--- config.mk ---
export PLATFORM = sky130hd
export DESIGN_NAME = spr_ram_arbiter
export DESIGN_NICKNAME = d
export VERILOG_FILES = /design/src/rtl/spr_ram_arbiter.sv
export SDC_FILE = /design/constraint.sdc
export NUM_CORES = 1
export LEC_CHECK = 0
export ABC_AREA = 1
export CELL_PAD_IN_SITES_DETAIL_PLACEMENT = 2
export CELL_PAD_IN_SITES_GLOBAL_PLACEMENT = 2
export CORE_ASPECT_RATIO = 0.8
export CORE_UTILIZATION = 24
export DETAILED_ROUTE_END_ITERATION = 10
export PLACE_DENSITY_LB_ADDON = 0.1
export REMOVE_ABC_BUFFERS = 1
export SYNTH_ARGS = -nofsm -noshare
export SYNTH_HDL_FRONTEND = slang
export SYNTH_SLANG_ARGS = --single-unit
--- constraint.sdc ---
create_clock -name clk -period 1.2 [get_ports clk]
set_input_delay 0.12 -clock clk [delete_from_list [all_inputs] [get_ports clk]]
set_output_delay 0.12 -clock clk [all_outputs]
set_load 0.005 [all_outputs]
--- src/rtl/spr_ram_arbiter.sv ---
// rtl/spr_ram_arbiter.sv - shares one single-port RAM between an SPI command stream and a host port
// Optional ARB_FIXED_PRIO_EN: SPI always wins contention (default round-robin).
module spr_ram_arbiter #(
   parameter int MEMDEPTH  = 256,
   parameter int MEMWIDTH  = 8,
   parameter int ADDR_SIZE = 8
) (
   input  logic                 clk,
   input  logic                 rst,
   input  logic [9:0]           spi_din,
   input  logic                 spi_rx_valid,
   output logic [MEMWIDTH-1:0]  spi_dout,
   output logic                 spi_tx_valid,
   output logic                 spi_ovf,
   input  logic                 host_req,
   input  logic                 host_we,
   input  logic [ADDR_SIZE-1:0] host_addr,
   input  logic [MEMWIDTH-1:0]  host_wdata,
   output logic                 host_gnt,
   output logic [MEMWIDTH-1:0]  host_rdata,
   output logic                 host_rvalid,
   output logic                 ram_en,
   output logic                 ram_we,
   output logic [ADDR_SIZE-1:0] ram_addr,
   output logic [MEMWIDTH-1:0]  ram_wdata,
   input  logic [MEMWIDTH-1:0]  ram_rdata
);

   typedef enum logic [1:0] {
      IDLE  = 2'd0,
      ISSUE = 2'd1,
      WAIT  = 2'd2
   } state_t;

   generate
      if (MEMDEPTH > (1 << ADDR_SIZE)) begin : g_depth_check
         $error("spr_ram_arbiter: MEMDEPTH exceeds address space");
      end
   endgenerate

   state_t               state;
   logic [ADDR_SIZE-1:0] wr_addr;
   logic [ADDR_SIZE-1:0] rd_addr;
   logic                 pend;
   logic                 pend_rd;
   logic [ADDR_SIZE-1:0] pend_addr;
   logic [MEMWIDTH-1:0]  pend_data;
   logic                 cur_spi;
   logic                 cur_rd;
`ifndef ARB_FIXED_PRIO_EN
   logic                 last_spi;
`endif

   logic [1:0]           spi_cmd;
   logic                 spi_data_cmd;
   logic                 in_rd;
   logic [ADDR_SIZE-1:0] in_addr;
   logic [MEMWIDTH-1:0]  in_data;
   logic                 spi_req;
   logic                 op_rd;
   logic [ADDR_SIZE-1:0] op_addr;
   logic [MEMWIDTH-1:0]  op_data;
   logic                 pick_spi;
   logic                 spi_grant;
   logic                 host_grant;

   assign spi_cmd      = spi_din[9:8];
   assign spi_data_cmd = spi_rx_valid && spi_cmd[0];
   assign in_rd        = spi_cmd[1];
   assign in_addr      = spi_cmd[1] ? rd_addr : wr_addr;
   assign in_data      = MEMWIDTH'(spi_din[7:0]);

   // A data command arriving in IDLE competes immediately; a queued op always goes before it.
   always_comb begin
      spi_req  = pend || spi_data_cmd;
      op_rd    = pend ? pend_rd   : in_rd;
      op_addr  = pend ? pend_addr : in_addr;
      op_data  = pend ? pend_data : in_data;
`ifdef ARB_FIXED_PRIO_EN
      pick_spi = spi_req;
`else
      pick_spi = spi_req && (!host_req || !last_spi);
`endif
      spi_grant  = (state == IDLE) && pick_spi;
      host_grant = (state == IDLE) && host_req && !pick_spi;
   end

   always_ff @(posedge clk) begin
      if (rst) begin
         state        <= IDLE;
         wr_addr      <= '0;
         rd_addr      <= '0;
         pend         <= 1'b0;
         pend_rd      <= 1'b0;
         pend_addr    <= '0;
         pend_data    <= '0;
         cur_spi      <= 1'b0;
         cur_rd       <= 1'b0;
`ifndef ARB_FIXED_PRIO_EN
         last_spi     <= 1'b0;
`endif
         spi_dout     <= '0;
         spi_tx_valid <= 1'b0;
         spi_ovf      <= 1'b0;
         host_gnt     <= 1'b0;
         host_rdata   <= '0;
         host_rvalid  <= 1'b0;
         ram_en       <= 1'b0;
         ram_we       <= 1'b0;
         ram_addr     <= '0;
         ram_wdata    <= '0;
      end else begin
         spi_tx_valid <= 1'b0;
         host_rvalid  <= 1'b0;
         host_gnt     <= 1'b0;
         ram_en       <= 1'b0;
         ram_we       <= 1'b0;

         if (spi_rx_valid && spi_cmd == 2'b00)
            wr_addr <= ADDR_SIZE'(spi_din[7:0]);
         if (spi_rx_valid && spi_cmd == 2'b10)
            rd_addr <= ADDR_SIZE'(spi_din[7:0]);

         // Buffer bookkeeping: a granted queued op frees the slot for a same-cycle arrival.
         if (spi_grant && pend)
            pend <= 1'b0;
         if (spi_data_cmd && !(spi_grant && !pend)) begin
            if (!pend || spi_grant) begin
               pend      <= 1'b1;
               pend_rd   <= in_rd;
               pend_addr <= in_addr;
               pend_data <= in_data;
            end else begin
               spi_ovf <= 1'b1;
            end
         end

         case (state)
            IDLE: begin
               if (spi_grant) begin
                  state    <= ISSUE;
                  ram_en   <= 1'b1;
                  ram_we   <= !op_rd;
                  ram_addr <= op_addr;
                  if (!op_rd)
                     ram_wdata <= op_data;
                  cur_spi  <= 1'b1;
                  cur_rd   <= op_rd;
`ifndef ARB_FIXED_PRIO_EN
                  last_spi <= 1'b1;
`endif
               end else if (host_grant) begin
                  state    <= ISSUE;
                  ram_en   <= 1'b1;
                  ram_we   <= host_we;
                  ram_addr <= host_addr;
                  if (host_we)
                     ram_wdata <= host_wdata;
                  host_gnt <= 1'b1;
                  cur_spi  <= 1'b0;
                  cur_rd   <= !host_we;
`ifndef ARB_FIXED_PRIO_EN
                  last_spi <= 1'b0;
`endif
               end
            end
            ISSUE: begin
               state <= cur_rd ? WAIT : IDLE;
            end
            WAIT: begin
               state <= IDLE;
               if (cur_spi) begin
                  spi_dout     <= ram_rdata;
                  spi_tx_valid <= 1'b1;
               end else begin
                  host_rdata  <= ram_rdata;
                  host_rvalid <= 1'b1;
               end
            end
            default: state <= IDLE;
         endcase
      end
   end

endmodule
* Word level (Yosys, flattened, before mapping)
Cells that the tools add are included.
** Storage, ports and cells
- Bits in latches :: 0
- Output and inout bits :: 38
- Memories kept :: 0
- RAM bits :: 0
- Logic and storage cells :: 88
- Register bits :: 76
- ROM bits :: 0
** Operators by class
- Multiplexer cells :: 27
- Equal/unequal tests :: 5
- Multiply operators :: 0
- Bitwise logic cells :: 4
- Order comparisons :: 0
- Shift-type cells :: 0
- Reduce and logical (&&, ||, !) cells :: 33
- Add/sub/neg operators :: 0
- Div/mod/pow operators :: 0
** Operators by type and width (count)
- $mux W8 :: 9
- $mux W1 :: 14
- $logic_and A1 B1 Y1 :: 10
- $reduce_and A2 Y1 :: 5
- $logic_not A1 Y1 :: 7
- $mux W2 :: 3
- $eq A2 B2 Y1 const B :: 2
- $logic_not A2 Y1 :: 2
- $not A1 Y1 :: 4
- $pmux W2 S2 :: 1
- $reduce_and A4 Y1 :: 1
- $reduce_bool A2 Y1 :: 2
- $reduce_or A2 Y1 :: 2
- $logic_or A1 B1 Y1 :: 3
- $ne A3 B3 Y1 const B :: 1
- $reduce_or A3 Y1 :: 1
- $eq A2 B1 Y1 const B :: 1
- $ne A2 B2 Y1 const B :: 1

* Longest topological paths before layout
- Depth in word-level cells :: 8
- Mapped depth :: 11
- Gate-level depth less buffers :: 9

* Worst setup path before layout
No wires, ideal clock.
- Path kind :: register to register
- Start point :: register pend
- End point :: register ram_addr[1]
- Required time :: 1.091 ns
- Clock period less this slack :: 1.282 ns
- Slack :: -0.082 ns
- Path buffers :: 3
- Arrival :: 1.173 ns
- Library setup time :: 0.109 ns
- Stages on the path, launching flop included :: 11
- Cell sequence :: dfxtp_1 -> buf_6 -> inv_2 -> nand2_1 -> nand3_2 -> buf_6 -> buf_6 -> nand2_1 -> nand3_1 -> nand2_1 -> inv_1
** On the way
- Cells in the longest elaborated chain, start to end :: 6
- Elaborated cells between the ends (all ways) :: 9
** RTL lines
- start, declared :: RTL line 44 : logic pend;
- start signal, assigned :: RTL line 93 : pend <= 1'b0;
- start signal, assigned :: RTL line 126 : pend <= 1'b0;
- start signal, assigned :: RTL line 129 : pend <= 1'b1;
- $logic_or A1 B1 Y1 :: RTL line 75 : spi_req = pend || spi_data_cmd;
- $logic_and A1 B1 Y1 :: RTL line 82 : pick_spi = spi_req && (!host_req || !last_spi);
- $logic_not A1 Y1 :: RTL line 85 : host_grant = (state == IDLE) && host_req && !pick_spi;
- $logic_and A1 B1 Y1 :: RTL line 85
- $reduce_bool A2 Y1 (no source line)
- $reduce_and A2 Y1 (no source line)
- end signal, assigned :: RTL line 144 : ram_addr <= op_addr;
- end signal, assigned :: RTL line 156 : ram_addr <= host_addr;
- end, declared :: RTL line 24 : output logic [ADDR_SIZE-1:0] ram_addr,
Parallel ways exist; a longest one is shown, timed or not.
A chain may end at the register's enable or synchronous reset.

* Worst setup path after layout
- Start point :: register pend
- End point :: register ram_wdata[2]
** On the way
- Cells in the longest elaborated chain, start to end :: 6
- Elaborated cells between the ends (all ways) :: 13
** RTL lines
- $logic_or A1 B1 Y1 :: RTL line 75
- $logic_and A1 B1 Y1 :: RTL line 82
- $logic_not A1 Y1 :: RTL line 85
- $logic_and A1 B1 Y1 :: RTL line 85
- $reduce_bool A2 Y1 (no source line)
- $reduce_and A4 Y1 (no source line)
- end signal, assigned :: RTL line 146 : ram_wdata <= op_data;
- end signal, assigned :: RTL line 158 : ram_wdata <= host_wdata;
- end, declared :: RTL line 25 : output logic [MEMWIDTH-1:0] ram_wdata,
Parallel ways exist; a longest one is shown, timed or not. The select of a mux whose other input is x is not followed.

==> results.sh <==
export IMPL_run_status="finished, violations left"
export IMPL_failed_checks="negative setup slack"
export IMPL_cts_root_buffer_cell="sky130_fd_sc_hd__clkbuf_16"
export IMPL_synth_largest_type_area_fraction_pct=43.3
export IMPL_layout_min_cycle_time_ns=1.54
export IMPL_cts_tree="yes"
export IMPL_gp_congestion=0.701
export IMPL_die_width_um=137
export IMPL_power_frac_clock_pct=38.3
export IMPL_worstSetupStartpointType="flip-flop"
export IMPL_power_density_cell_area_mw_per_mm2=1310
export IMPL_critPathRequiredTime_ns=1.47
export IMPL_max_freq_mhz=649
export IMPL_worst_setup_path_type="reg -> reg"
export IMPL_synth_area_top_cells="sky130_fd_sc_hd__dfxtp_1 (43%), sky130_fd_sc_hd__nand2_1 (16%), sky130_fd_sc_hd__inv_1 (8.1%)"
export IMPL_setup_ws_ns=-0.341
export IMPL_fp_dieH_um=110
export IMPL_yosys_area_top_type="sky130_fd_sc_hd__dfxtp_1"
export IMPL_classification_of_the_worst_slack_hold_path="in -> reg"
export IMPL_dpl_hpwl_mm=9.49
export IMPL_hold_buffers_post_cts=0
export IMPL_routed_wl_mm=17.3
export IMPL_cts_root_to_sink_buffers=2
export IMPL_rsz0062_at_grt="true"
export IMPL_globalRoute_totalOverflow=0
export IMPL_cp_max_fo=5
export IMPL_worstSkewPairLatency_ns=0.35
export IMPL_finalCritPeriodShare_pct=128
export IMPL_synth_ff_latch_count=76
export IMPL_floorplan_die_area_mm2=0.0151
export IMPL_antenna_found_initial=0
export IMPL_fin_total_pwr_w=0.00804
export IMPL_synth_edf_count=0
export IMPL_cp_data_arrival_time_ns=1.81
export IMPL_final_nets=708
export IMPL_count_of_boundary_i_o_pins=77
export IMPL_dpl_worst_slack_ns=-0.573
export IMPL_ant_nets=0
export IMPL_total_number_of_vias=4036
export IMPL_stdcell_count=857
export IMPL_wl_per_cell_um=20.1
export IMPL_postSynth_topFlopCell="sky130_fd_sc_hd__dfxtp_1"
export IMPL_first_iter_violations=145
export IMPL_area_delta_synth_final_pct=75.0
export IMPL_fin_skew_ns=0.00833
export IMPL_setup_violations=50
export IMPL_grt_start_max_net_pins=28
export IMPL_cts_sinks=76
export IMPL_setup_worst_path_end_class="flip-flop"
export IMPL_cellLeakagePower_nw=2.87
export IMPL_synth_lib_cells_used_distinct=22
export IMPL_path_clk_slew_ns=0.07
export IMPL_final_max_tran_viols=0
export IMPL_cap_violations=0
export IMPL_dp_cells=811
export IMPL_postSynth_asyncResetShare_pct=0
export IMPL_power_report_internal_total_w=0.00564
export IMPL_synthTopCellsByCount="sky130_fd_sc_hd__nand2_1 (149), sky130_fd_sc_hd__dfxtp_1 (76), sky130_fd_sc_hd__inv_1 (76)"
export IMPL_placementRows=39
export IMPL_timing_max_slew_rel_slack_pct=75.8
export IMPL_htreeDepth=3
export IMPL_number_of_global_route_vias_before_repair=4365
export IMPL_yosys_cell_count_top_type="sky130_fd_sc_hd__nand2_1"
export IMPL_first_pass_iters=4
export IMPL_power_net_switching_w=0.00239
export IMPL_swShare_pct=29.8
export IMPL_antenna_cells_inserted=0
export IMPL_start_util_pct=24.6
export IMPL_placeableCoreArea_mm2=0.0143
export IMPL_io_buffer_count=76
export IMPL_track_usage_pct=21.1
export IMPL_syn_area_mm2=0.00352
export IMPL_timing_hold_violations_final=0
export IMPL_synth_yosys_warnings=0
export IMPL_irDropWorstVdd_mv=0.668
export IMPL_cts_inserted_buffers=9
export IMPL_synth_avg_cell_area_um2=6.72
export IMPL_comb_power_share_pct=26.4
export IMPL_share_seq_of_total_power_pct=35.3
export IMPL_drc=0
export IMPL_syn_instance_count=523
export IMPL_grt_pass1_wl_mm=23.4
export IMPL_final_layout_size_suffix_gt1_share_pct=31.2
export IMPL_yosysSeqAreaShare_pct=43.3
export IMPL_routed_via_density=4.71
export IMPL_worstMarginPinSlew_ns=0.359
-- sequential cells by signal, indices dropped and copies added (netlist names), 2 cells and up --
signal,count
host_rdata,8
pend_addr,8
pend_data,8
ram_addr,8
ram_wdata,8
rd_addr,8
spi_dout,8
wr_addr,8
state,2
-- power groups by stage --
stage | clock network, W | registers (W) | logic [W]
final | 0.00308 | 0.00284 | 0.00212
after global routing | 0.00323 | 0.00286 | 0.00228
after CTS | 0.00314 | 0.00282 | 0.00186
after detailed placement | 0 | 0.00286 | 0.00149
after global placement | 0 | 0.00285 | 0.00143
after floorplan | 0 | 0.00286 | 0.000629
-- cell families after synthesis --
group	Yosys count	synth area share (%)
AND/OR/NAND/NOR	245	29.1
buffers and inverters	106	13.4
flip-flops	76	43.3
AO/OA/AOI/OAI	96	14.2
-- worst max-delay path, cell delays in order (launching register included) --
cell and delay [ns]:
sky130_fd_sc_hd__dfxtp_2 0.35, sky130_fd_sc_hd__inv_4 0.10, sky130_fd_sc_hd__buf_6 0.10, sky130_fd_sc_hd__nand2_2 0.05, sky130_fd_sc_hd__nand2_2 0.09, sky130_fd_sc_hd__buf_6 0.09
sky130_fd_sc_hd__nand4_1 0.15, sky130_fd_sc_hd__buf_4 0.22, sky130_fd_sc_hd__nand3_2 0.05, sky130_fd_sc_hd__nand2_1 0.07, sky130_fd_sc_hd__nor2_1 0.18
-- metrics by stage --
step           TNS [ns]  utilization (%)  cell area (µm²)  hold WS (ns)
3_3_place_gp     -23.03             34.0             4860         0.432
2_1_floorplan    -42.81                -             3340         0.189
3_5_place_dp     -27.30             34.0             4860         0.439
5_1_grt          -11.38             43.0             6150         0.441
6_report          -8.72             43.0             6150         0.436
4_1_cts           -4.75             40.4             5770         0.410
-- metal layers --
| metal | global-route usage [%] | vias to the layer above | part of all wire, % |
|---|---|---|---|
| met5 | 0 | - | 0 |
| met1 | 25.3 | 2013 | 43 |
| met4 | 6.91 | 0 | 2.1 |
| li1 | - | 1925 | - |
| met3 | 4.21 | 21 | 3.1 |
| met2 | 37.7 | 77 | 52 |
-- path summary, 6_finish.rpt --
path	from	endpoint	slack, ns	depth (start not counted)
max reg2reg	pend$_SDFF_PP0_	ram_wdata[2]$_SDFFE_PP0P_	-0.34	10
max	pend$_SDFF_PP0_	ram_wdata[2]$_SDFFE_PP0P_	-0.34	10
min reg2reg	spi_dout[3]$_SDFFE_PP0P_	spi_dout[3]$_SDFFE_PP0P_	0.44	2
min	ram_rdata[5]	host_rdata[5]$_SDFFE_PP0P_	0.44	3
-- area by class of cell --
| type | instances | area, µm² |
|---|---|---|
| timing repair buffer | 162 | 1780 |
| tap | 184 | 230 |
| inverter | 78 | 298 |
| fill | 1565 | 8140 |
| sequential | 76 | 1540 |
| clock buffer | 11 | 253 |
| clock inverter | 4 | 72.6 |
| multi-input combinational | 342 | 1980 |
-- cell usage in the layout (no fill, tap or decap), types with 21 or more instances in the layout --
master / instances
sky130_fd_sc_hd__a21oi_1: 32
sky130_fd_sc_hd__buf_4: 45
sky130_fd_sc_hd__clkdlybuf4s50_1: 38
sky130_fd_sc_hd__dfxtp_1: 67
sky130_fd_sc_hd__dlygate4sd2_1: 38
sky130_fd_sc_hd__inv_1: 71
sky130_fd_sc_hd__nand2_1: 133
sky130_fd_sc_hd__nand3_2: 28
sky130_fd_sc_hd__nor2_1: 29
sky130_fd_sc_hd__o21ai_0: 21
-- what timing repair did --
action / in CTS / in global routing
pin swaps: 35 / 18
resized for setup: 140 / 69
endpoints found under the setup margin: 80 / 65
buffers inserted: 12 / 10
gates cloned: 7 / 4
Note: power is estimated with default switching activity, not from simulation.
